[src/rtl/avgpool_if.sv]
// Handshake and RAM-port bundle for the 2x2 average-pooling sequencer.
// The master side is the sequencer; the slave side is the surrounding buffers and control.
interface avgpool_if #(
  parameter int WORD_SIZE = 16,
  parameter int ADDR_W    = 10
);
  logic                        start;
  logic                        busy;
  logic                        done;
  logic [ADDR_W-1:0]           rd_addr;
  logic signed [WORD_SIZE-1:0] rd_data;
  logic                        wr_en;
  logic [ADDR_W-1:0]           wr_addr;
  logic signed [WORD_SIZE-1:0] wr_data;

  modport master (
    input  start, rd_data,
    output busy, done, rd_addr, wr_en, wr_addr, wr_data
  );

  modport slave (
    output start, rd_data,
    input  busy, done, rd_addr, wr_en, wr_addr, wr_data
  );
endinterface

[src/rtl/avgpool_seq.sv]
// 2x2 average-pooling sequencer: reads each window through a synchronous RAM port and writes one average per window.
// Build option AVGPOOL_ROUND_EN: round half up instead of flooring.
//
// state | meaning
// IDLE  | waiting for start
// RD0   | rd_addr = a0 (top-left of the window)
// RD1   | rd_addr = a1, capture a0 data
// RD2   | rd_addr = b0, accumulate a1 data
// RD3   | rd_addr = b1, accumulate b0 data
// WR    | add b1 data, write the pooled word, advance the window
// DONE  | one-cycle completion pulse
module avgpool_seq #(
  parameter int WORD_SIZE = 16,
  parameter int IN_W      = 28,
  parameter int IN_H      = 28,
  parameter int ADDR_W    = 10,
  parameter int IN_BASE   = 0,
  parameter int OUT_BASE  = 0
) (
  input  logic      clk,
  input  logic      reset,
  avgpool_if.master bus
);
  localparam int COLS = IN_W / 2;
  localparam int ROWS = IN_H / 2;
  localparam int AW   = WORD_SIZE + 2;

  localparam logic [ADDR_W-1:0] A_ROW  = ADDR_W'(2 * IN_W);
  localparam logic [ADDR_W-1:0] A_W    = ADDR_W'(IN_W);
  localparam logic [ADDR_W-1:0] A_W1   = ADDR_W'(IN_W + 1);
  localparam logic [ADDR_W-1:0] A_IN   = ADDR_W'(IN_BASE);
  localparam logic [ADDR_W-1:0] A_OUT  = ADDR_W'(OUT_BASE);
  localparam logic [ADDR_W-1:0] C_LAST = ADDR_W'(COLS - 1);
  localparam logic [ADDR_W-1:0] R_LAST = ADDR_W'(ROWS - 1);

  typedef enum logic [2:0] {IDLE, RD0, RD1, RD2, RD3, WR, DONE} state_t;

  state_t                 state;
  logic [ADDR_W-1:0]      r, c;
  logic [ADDR_W-1:0]      a0, row_base, out_addr;
  logic [ADDR_W-1:0]      rd_addr_q;
  logic                   busy_q, done_q;
  logic signed [AW-1:0]   acc;
  logic signed [AW-1:0]   ext;
  logic signed [AW-1:0]   sum;

  always_comb begin
    ext = {{2{bus.rd_data[WORD_SIZE-1]}}, bus.rd_data};
`ifdef AVGPOOL_ROUND_EN
    sum = acc + ext + AW'(2);
`else
    sum = acc + ext;
`endif
    bus.wr_en   = (state == WR);
    bus.wr_addr = (state == WR) ? out_addr : '0;
    bus.wr_data = (state == WR) ? WORD_SIZE'(sum >>> 2) : '0;
  end

  assign bus.busy    = busy_q;
  assign bus.done    = done_q;
  assign bus.rd_addr = rd_addr_q;

  always_ff @(posedge clk or posedge reset) begin
    if (reset) begin
      state     <= IDLE;
      r         <= '0;
      c         <= '0;
      a0        <= '0;
      row_base  <= '0;
      out_addr  <= '0;
      rd_addr_q <= '0;
      busy_q    <= 1'b0;
      done_q    <= 1'b0;
      acc       <= '0;
    end else begin
      case (state)
        IDLE: begin
          if (bus.start) begin
            state     <= RD0;
            r         <= '0;
            c         <= '0;
            acc       <= '0;
            a0        <= A_IN;
            row_base  <= A_IN;
            out_addr  <= A_OUT;
            rd_addr_q <= A_IN;
            busy_q    <= 1'b1;
          end
        end
        RD0: begin
          rd_addr_q <= a0 + ADDR_W'(1);
          state     <= RD1;
        end
        RD1: begin
          acc       <= ext;
          rd_addr_q <= a0 + A_W;
          state     <= RD2;
        end
        RD2: begin
          acc       <= acc + ext;
          rd_addr_q <= a0 + A_W1;
          state     <= RD3;
        end
        RD3: begin
          acc   <= acc + ext;
          state <= WR;
        end
        WR: begin
          out_addr <= out_addr + ADDR_W'(1);
          if (r == R_LAST && c == C_LAST) begin
            state  <= DONE;
            done_q <= 1'b1;
          end else if (c == C_LAST) begin
            // Window rows are two input rows apart; odd trailing column is skipped here.
            c         <= '0;
            r         <= r + ADDR_W'(1);
            row_base  <= row_base + A_ROW;
            a0        <= row_base + A_ROW;
            rd_addr_q <= row_base + A_ROW;
            state     <= RD0;
          end else begin
            c         <= c + ADDR_W'(1);
            a0        <= a0 + ADDR_W'(2);
            rd_addr_q <= a0 + ADDR_W'(2);
            state     <= RD0;
          end
        end
        DONE: begin
          done_q <= 1'b0;
          busy_q <= 1'b0;
          state  <= IDLE;
        end
        default: state <= IDLE;
      endcase
    end
  end
endmodule

[src/flat_wrapper.sv]
// flat-port wrapper written by rule: the top's interface ports become plain ports
module avgpool_seq_flat 
#(
  parameter int WORD_SIZE = 16,
  parameter int IN_W      = 28,
  parameter int IN_H      = 28,
  parameter int ADDR_W    = 10,
  parameter int IN_BASE   = 0,
  parameter int OUT_BASE  = 0
)
  (clk, reset, bus_start, bus_rd_data, bus_busy, bus_done, bus_rd_addr, bus_wr_en, bus_wr_addr, bus_wr_data);
  avgpool_if #(.WORD_SIZE(WORD_SIZE), .ADDR_W(ADDR_W)) bus_i ();
  input  logic clk;
  input  logic reset;
  input wire logic [$bits(bus_i.start)-1:0] bus_start;
  input wire logic [$bits(bus_i.rd_data)-1:0] bus_rd_data;
  output wire logic [$bits(bus_i.busy)-1:0] bus_busy;
  output wire logic [$bits(bus_i.done)-1:0] bus_done;
  output wire logic [$bits(bus_i.rd_addr)-1:0] bus_rd_addr;
  output wire logic [$bits(bus_i.wr_en)-1:0] bus_wr_en;
  output wire logic [$bits(bus_i.wr_addr)-1:0] bus_wr_addr;
  output wire logic [$bits(bus_i.wr_data)-1:0] bus_wr_data;
  assign bus_i.start = bus_start;
  assign bus_i.rd_data = bus_rd_data;
  assign bus_busy = bus_i.busy;
  assign bus_done = bus_i.done;
  assign bus_rd_addr = bus_i.rd_addr;
  assign bus_wr_en = bus_i.wr_en;
  assign bus_wr_addr = bus_i.wr_addr;
  assign bus_wr_data = bus_i.wr_data;
  avgpool_seq #(.WORD_SIZE(WORD_SIZE), .IN_W(IN_W), .IN_H(IN_H), .ADDR_W(ADDR_W), .IN_BASE(IN_BASE), .OUT_BASE(OUT_BASE)) u_core (.clk(clk), .reset(reset), .bus(bus_i));
endmodule
[config.mk]
export PLATFORM = sky130hd
export DESIGN_NAME = avgpool_seq_flat
export DESIGN_NICKNAME = d
export VERILOG_FILES = /design/src/rtl/avgpool_if.sv /design/src/rtl/avgpool_seq.sv /design/src/flat_wrapper.sv
export SDC_FILE = /design/constraint.sdc
export NUM_CORES = 1
export LEC_CHECK = 0
export ABC_AREA = 1
export CORE_MARGIN = 8
export CORE_UTILIZATION = 58
export CTS_CLUSTER_DIAMETER = 200
export CTS_CLUSTER_SIZE = 20
export DETAILED_ROUTE_END_ITERATION = 10
export GPL_TIMING_DRIVEN = 0
export PLACE_DENSITY = 0.83
export SLEW_MARGIN = 25
export SYNTH_ARGS = -nofsm -noshare
export SYNTH_HDL_FRONTEND = slang
export SYNTH_SLANG_ARGS = --single-unit
[constraint.sdc]
create_clock -name clk -period 2.8 [get_ports clk]
set_clock_uncertainty 0.2 [all_clocks]
set_input_delay 0.28 -clock clk [delete_from_list [all_inputs] [get_ports clk]]
set_output_delay 0.28 -clock clk [all_outputs]
set_load 0.01 [all_outputs]
==> results.cfg, run 1 <==
[status]
status = finished clean

[drt]
wl_met2_mm = 8.235
wl_met1_mm = 6.645
num_vias = 5974
drt-initial-drc-count = 395
wl_met3_um = 966
drc = 0
antenna_left = 0
drt-total-wl_mm = 16.52
dr.pass1.iters = 5
wl_per_cell_um = 15.67
maxUsedRoutingLayer = met4
vias_per_cell = 5.668

[final_layout]
drive_gt1_share_pct = 9.989
multiInputGateArea_sq_um = 3488
register_area_sq_um = 2002
syn2layout_area_growth_pct = 20.44
fin_nets = 967
fill_cells = 782
stdcell_count = 1054
diodes = 0

[logic_synthesis]
synth_top_area_share_pct = 34.79
synth_cell_types = 42
synth_area_sq_um = 5754
synth-seq-area-share_pct = 34.79
syn_area_per_cell_sq_um = 6.818
ys_async_sr_fraction_pct = 100.0
synth_enable_flop_cells = 0
yosysTopAreaCell = dfrtp_1
ys.flop_type = dfrtp_1
syn_inst = 844
synth.area.top_cells = dfrtp_1, nand2_1, nand3_1
syn_nets = 894
yosys_warnings = 0
synth-seq-cells = 80

[placed_design]
hpwl_mm = 12.22
dp.cells = 1035
numPortBuffers = 57
globalplace.congestion = 0.9236
pre_cts_ws_ns = -0.4748

[critical_path]
worst_path_max_delay_cell = dfrtp_1
required_ns = 2.32
path_max_fanout = 4
worst-r2r-cell-count = 10
rrSetupSlack_ns = 0.34
cp_cell_sequence = ha_4 -> nand2_1 -> nand2_1 -> a21oi_1 -> nand3_2 -> nand2_1 -> nand2_1 -> nand2_1 -> nand2_1 -> nor2_1 -> dlygate4sd2_1
r2r-start = u_core.state[0]
cpMostUsedCell = nand2_1
r2r_end = u_core.bus.rd_addr[4]
path_class = reg2out
max_stage_delay_ns = 0.42
critPathLaunchType = flop
cp.arrival_ns = 2.31
end_kind = primary output

[power]
p_per_area_nw_per_um2 = 827.3
ir_worst_vdd_mv = 0.3985
power_leakage_nw = 3.557

[clock_tree]
insertion_delay_ns = 0.37
htreeDepth = 3
cts_buffer_depth = 2
cts_buffers = 9
clock_sinks = 80
cts.hold.buffers_added = 0
clkSlewWorstSetupHoldPaths_ns = 0.09
cts-root-buf = clkbuf_8
cts_tree = yes

[floorplan]
die_x_um = 115.6
core.rowCount = 36
ios = 58
core-area_sq_um = 9684
fp.dieArea_sq_um = 13360
start_util_pct = 59.42
die_height_um = 115.6

[timing]
final-max-slew-violation-count = 0
hold_violations = 0
worst_slack_ns = 0.008704
setup_viol = 0
max_clock_freq_ghz = 0.3583
fin_crit_sh_pct = 99.69
period_minus_slack_ns = 2.791
slew_headroom_pct = 61.09
tightest_slew_ns = 0.5837
rsz0062_at_grt = true

[flow_run]
cap_violations = 0

[global_routing]
antenna_found_initial = 0
grt_pass1_wl_mm = 26.39
grt_max_degree = 44
grt.total_usage_pct = 24.85
first_global_vias = 5721
gr-total-overflow = 0

[min_path]
hold_start = bus_rd_data[4]
hold_class = in2reg
hold_depth = 3
holdPathEnd = u_core.acc[4]
-- worst max path at each step --
stage / startpoint / to / cells past startpoint
6_report: u_core.acc[8] / bus_wr_data[15] / 11
5_1_grt: u_core.acc[3] / bus_wr_data[15] / 13
4_1_cts: u_core.acc[0] / bus_wr_data[8] / 12
3_5_place_dp: bus_rd_data[0] / bus_wr_data[8] / 13
3_3_place_gp: reset / u_core.bus.rd_addr[6] / 2
2_1_floorplan: reset / u_core.a0[0] / 1
-- registers in the layout (all words and copies together), names as in the netlist --
register,cells
u_core.bus.done,1
u_core.state,3
u_core.r,10
u_core.a0,10
u_core.bus.busy,1
u_core.acc,18
u_core.out_addr,10
u_core.row_base,7
u_core.c,10
u_core.bus.rd_addr,10
-- cells in the mapped netlist (4+ instances only) --
cell,n
o21ai_0,37
o22ai_1,5
nor3_1,9
xnor2_1,5
nand3b_1,7
dfrtp_1,80
inv_1,94
nor2_1,86
nand3_1,93
o21ai_1,7
inv_2,4
o211ai_1,8
buf_2,7
nand2_1,274
or2_2,4
clkbuf_1,8
ha_1,30
xor2_1,20
buf_6,4
a21oi_1,18
nand4_1,11
-- logic make-up (layout without fill, tap and decap cells) --
group                    Yosys count  in the layout  synth area share (%)
flip-flops                        80             80                 34.79
buffers and inverters            119            196                 8.458
AND/OR/NAND/NOR                  501            501                 37.29
XOR/XNOR                          25             25                 3.805
AO/OA/AOI/OAI                     88             88                 8.785
adder cells (fa/ha/maj)           31             31                 6.871
-- area by class of cell --
type	count	area share (%)
inverter	99	5.416
sequential	80	28.89
tap	133	2.401
buffer	19	1.733
timing repair buffer	63	8.558
clock buffer	10	1.841
multi-input combinational	645	50.33
clock inverter	5	0.8305
-- power breakdown --
| group | total [mW] | switching (mW) | internal, mW | leakage, nW |
|---|---|---|---|---|
| Clock | 0.863 | 0.453 | 0.409 | 0.0965 |
| Sequential | 1.66 | 0.248 | 1.41 | 1.08 |
| Combinational | 3.21 | 2.01 | 1.20 | 2.38 |
-- stage by stage --
| stage | hold slack [ns] | cell area (sq um) | util, % | power (mW) | setup TNS (ns) |
|---|---|---|---|---|---|
| final | 0.07960 | 6930 | 71.56 | 5.734 | 0 |
| after global routing | 0.08116 | 6930 | 71.56 | 6.142 | -0.5183 |
| after CTS | 0.1444 | 6759 | 69.79 | 5.479 | -0.04542 |
| after detailed placement | 0.2629 | 6514 | 67.26 | 4.561 | -4.203 |
| after global placement | 0.2582 | 6491 | 67.03 | 4.431 | -94.06 |
| after floorplan | 0.2130 | 5754 | - | 3.670 | 0 |
-- critical path, delay by kind of cell, from the launching register on --
kind	cells	cell delay [ns]
DFF	1	0.42
buffers and inverters	1	0.28
AOI/OAI and AO/OA	1	0.20
adders and majority gates	1	0.25
and+or+nand+nor	8	0.80
-- cells in the final DEF (no fill, tap or decap), types with 3 or more instances in the layout --
| master | netlist | layout |
|---|---|---|
| nand4_1 | 11 | 11 |
| xnor2_1 | 5 | 5 |
| ha_1 | 30 | 17 |
| nor3_1 | 9 | 8 |
| buf_6 | 4 | 4 |
| nor2_2 | 3 | 3 |
| nand3_1 | 93 | 92 |
| inv_2 | 4 | 4 |
| clkbuf_2 | 0 | 3 |
| buf_2 | 7 | 10 |
| dlygate4sd2_1 | 0 | 14 |
| buf_4 | 0 | 6 |
| a21oi_1 | 18 | 14 |
| o211ai_1 | 8 | 8 |
| a21oi_2 | 0 | 3 |
| inv_1 | 94 | 93 |
| or2_2 | 4 | 4 |
| o21ai_0 | 37 | 37 |
| nor2_1 | 86 | 86 |
| o21ai_1 | 7 | 7 |
| nand3b_1 | 7 | 7 |
| a22oi_1 | 3 | 3 |
| dfrtp_1 | 80 | 80 |
| nand2_1 | 274 | 266 |
| o22ai_1 | 5 | 5 |
| clkinv_2 | 1 | 3 |
| clkdlybuf4s50_1 | 0 | 29 |
| clkbuf_8 | 0 | 9 |
| nand2_2 | 3 | 11 |
| clkbuf_1 | 8 | 7 |
| dlymetal6s2s_1 | 0 | 7 |
| ha_4 | 0 | 12 |
| xor2_1 | 20 | 18 |
-- metal layers --
metal	vias up	global-route usage, %
li1	2862	-
met1	2822	28.02
met2	231	43.49
met3	59	4.534
met4	0	13.75
met5	-	0
-- what timing repair did --
action | in CTS | in global routing
pin swaps | 3 | 2
gates resized for setup | 47 | 40
setup buffers | 3 | 2
endpoints found under the setup margin | 25 | 19
Power figures use the tool's default switching activity.
==> inputs of run 2 (changes only) <==
ABC_CLOCK_PERIOD_IN_PS = 2800   (was default)
CAP_MARGIN = 20   (was default)
CORE_UTILIZATION = 65   (was 58)
DONT_BUFFER_PORTS = 1   (was default)
==> results.cfg, run 2 (synthesized netlist as in run 1, its figures left out) <==
[final_layout]
largest_reg_flops = 18
syn2layout_area_growth_pct = 10.31
layout.cells.most_common_list = nand2_1, inv_1, nand3_1
finish.instance_area_sq_um = 6347
fin_util_pct = 73.50
final_common_cell = nand2_1
fin_nets = 924
drive_gt1_share_pct = 7.395
diodes = 0
fill_cells = 702
top_register = u_core.acc

[critical_path]
path_max_fanout = 10
max_stage_delay_ns = 0.47
path_class = reg2out
required_ns = 2.32
critPathLaunchType = flop
cp.arrival_ns = 2.23
end_kind = primary output
cp_cell_sequence = inv_1 -> nand2_1 -> nor2_4 -> inv_2 -> clkbuf_1 -> nor3b_1
rrSetupSlack_ns = 0.23
worst_path_max_delay_cell = nor3b_1

[placed_design]
numPortBuffers = 0
hpwl_mm = 11.53
globalplace.congestion = 1.005
dpl_cell_area_sq_um = 5912

[timing]
setup_tns_ns = 0
slew_headroom_pct = 52.23
max_clock_freq_ghz = 0.3693
rsz0062_at_grt = false
tightest_slew_ns = 0.7166
hold_slack_ns = 0.03958
hold_violations = 0
setup_viol = 0
period_minus_slack_ns = 2.708
final-max-slew-violation-count = 0
fin_crit_sh_pct = 96.71

[power]
power_mw = 5.402
p_per_area_nw_per_um2 = 851.0
ir_worst_vdd_mv = 0.4908
power_leakage_nw = 3.236

[drt]
wl_met2_mm = 7.999
num_vias = 5686
wl_met1_mm = 6.449
wl_met3_um = 975
dr.pass1.iters = 6
drt-total-wl_mm = 15.72
drc = 0
antenna_left = 0
maxUsedRoutingLayer = met4
drt-initial-drc-count = 323
wl_per_cell_um = 15.93
vias_per_cell = 5.761

[global_routing]
grt.total_usage_pct = 26.31
first_global_vias = 5553
antenna_found_initial = 0
grt_pass1_wl_mm = 25.48
grt_max_degree = 43
gr-total-overflow = 0

[clock_tree]
htreeDepth = 3
cts_buffers = 9
clkSlewWorstSetupHoldPaths_ns = 0.09
cts_tree = yes
post_cts_buffers = 0
insertion_delay_ns = 0.36
cts_buffer_depth = 2
clock_sinks = 80
cts-root-buf = clkbuf_8

[status]
status = finished clean

[floorplan]
core.rowCount = 34
core-area_sq_um = 8636
start_util_pct = 66.63
fp.dieArea_sq_um = 12120
die_x_um = 110.1
ios = 58
die_height_um = 110.1

[flow_run]
cap_violations = 0

[min_path]
hold_class = in2reg
## run 2: per-layer routing
metal | global-route usage, % | vias up
met5 | 0 | -
met4 | 9.705 | 0
met3 | 4.360 | 28
met2 | 46.58 | 180
met1 | 31.39 | 2691
li1 | - | 2787
## run 2: area by class of cell
cell class / instances / area, sq um / share of cell area [%]
Inverter: 99 / 375.4 / 5.914
Tap cell: 108 / 135.1 / 2.129
Timing Repair Buffer: 19 / 200.2 / 3.154
Multi-Input combinational cell: 645 / 3314 / 52.22
Clock inverter: 6 / 75.07 / 1.183
Buffer: 20 / 117.6 / 1.853
Clock buffer: 10 / 127.6 / 2.011
Sequential cell: 80 / 2002 / 31.54
## run 2: metrics by stage
stage	instances	worst slack, ns
finish	987	0.09201
global route	987	0.005745
CTS	987	0.004294
detailed placement	953	0.1972
global placement	952	-0.6123
floorplan	844	0.2683
## run 2: critical path: cells and delay by family, from the launching register on
kind	cells	cell delay (ns)
and+or+nand+nor	3	0.85
buffers and inverters	3	0.61
DFF	1	0.41
## run 2: final timing paths
check	startpoint	endpoint	cells past startpoint
max in group asynchronous	reset	u_core.state[2]	3
hold reg to reg	u_core.acc[2]	u_core.acc[2]	2
min in group asynchronous	reset	u_core.out_addr[2]	2
hold / removal	bus_rd_data[15]	u_core.acc[17]	4
setup reg to reg	u_core.state[0]	u_core.acc[0]	5
setup / recovery	u_core.state[1]	bus_wr_data[7]	6
## run 2: power by group
| group | total [mW] | switching (mW) | internal (mW) |
|---|---|---|---|
| Sequential | 1.65 | 0.240 | 1.41 |
| Combinational | 2.83 | 1.89 | 0.939 |
| Clock | 0.918 | 0.491 | 0.427 |
## run 2: what timing repair did
item / 4_1_cts / 5_1_grt
gates resized for setup: 2 / 18
endpoints found under the hold margin: 60 / 0
setup endpoints to repair: 11 / 29
hold buffers: 18 / 0
pin swaps: 0 / 0
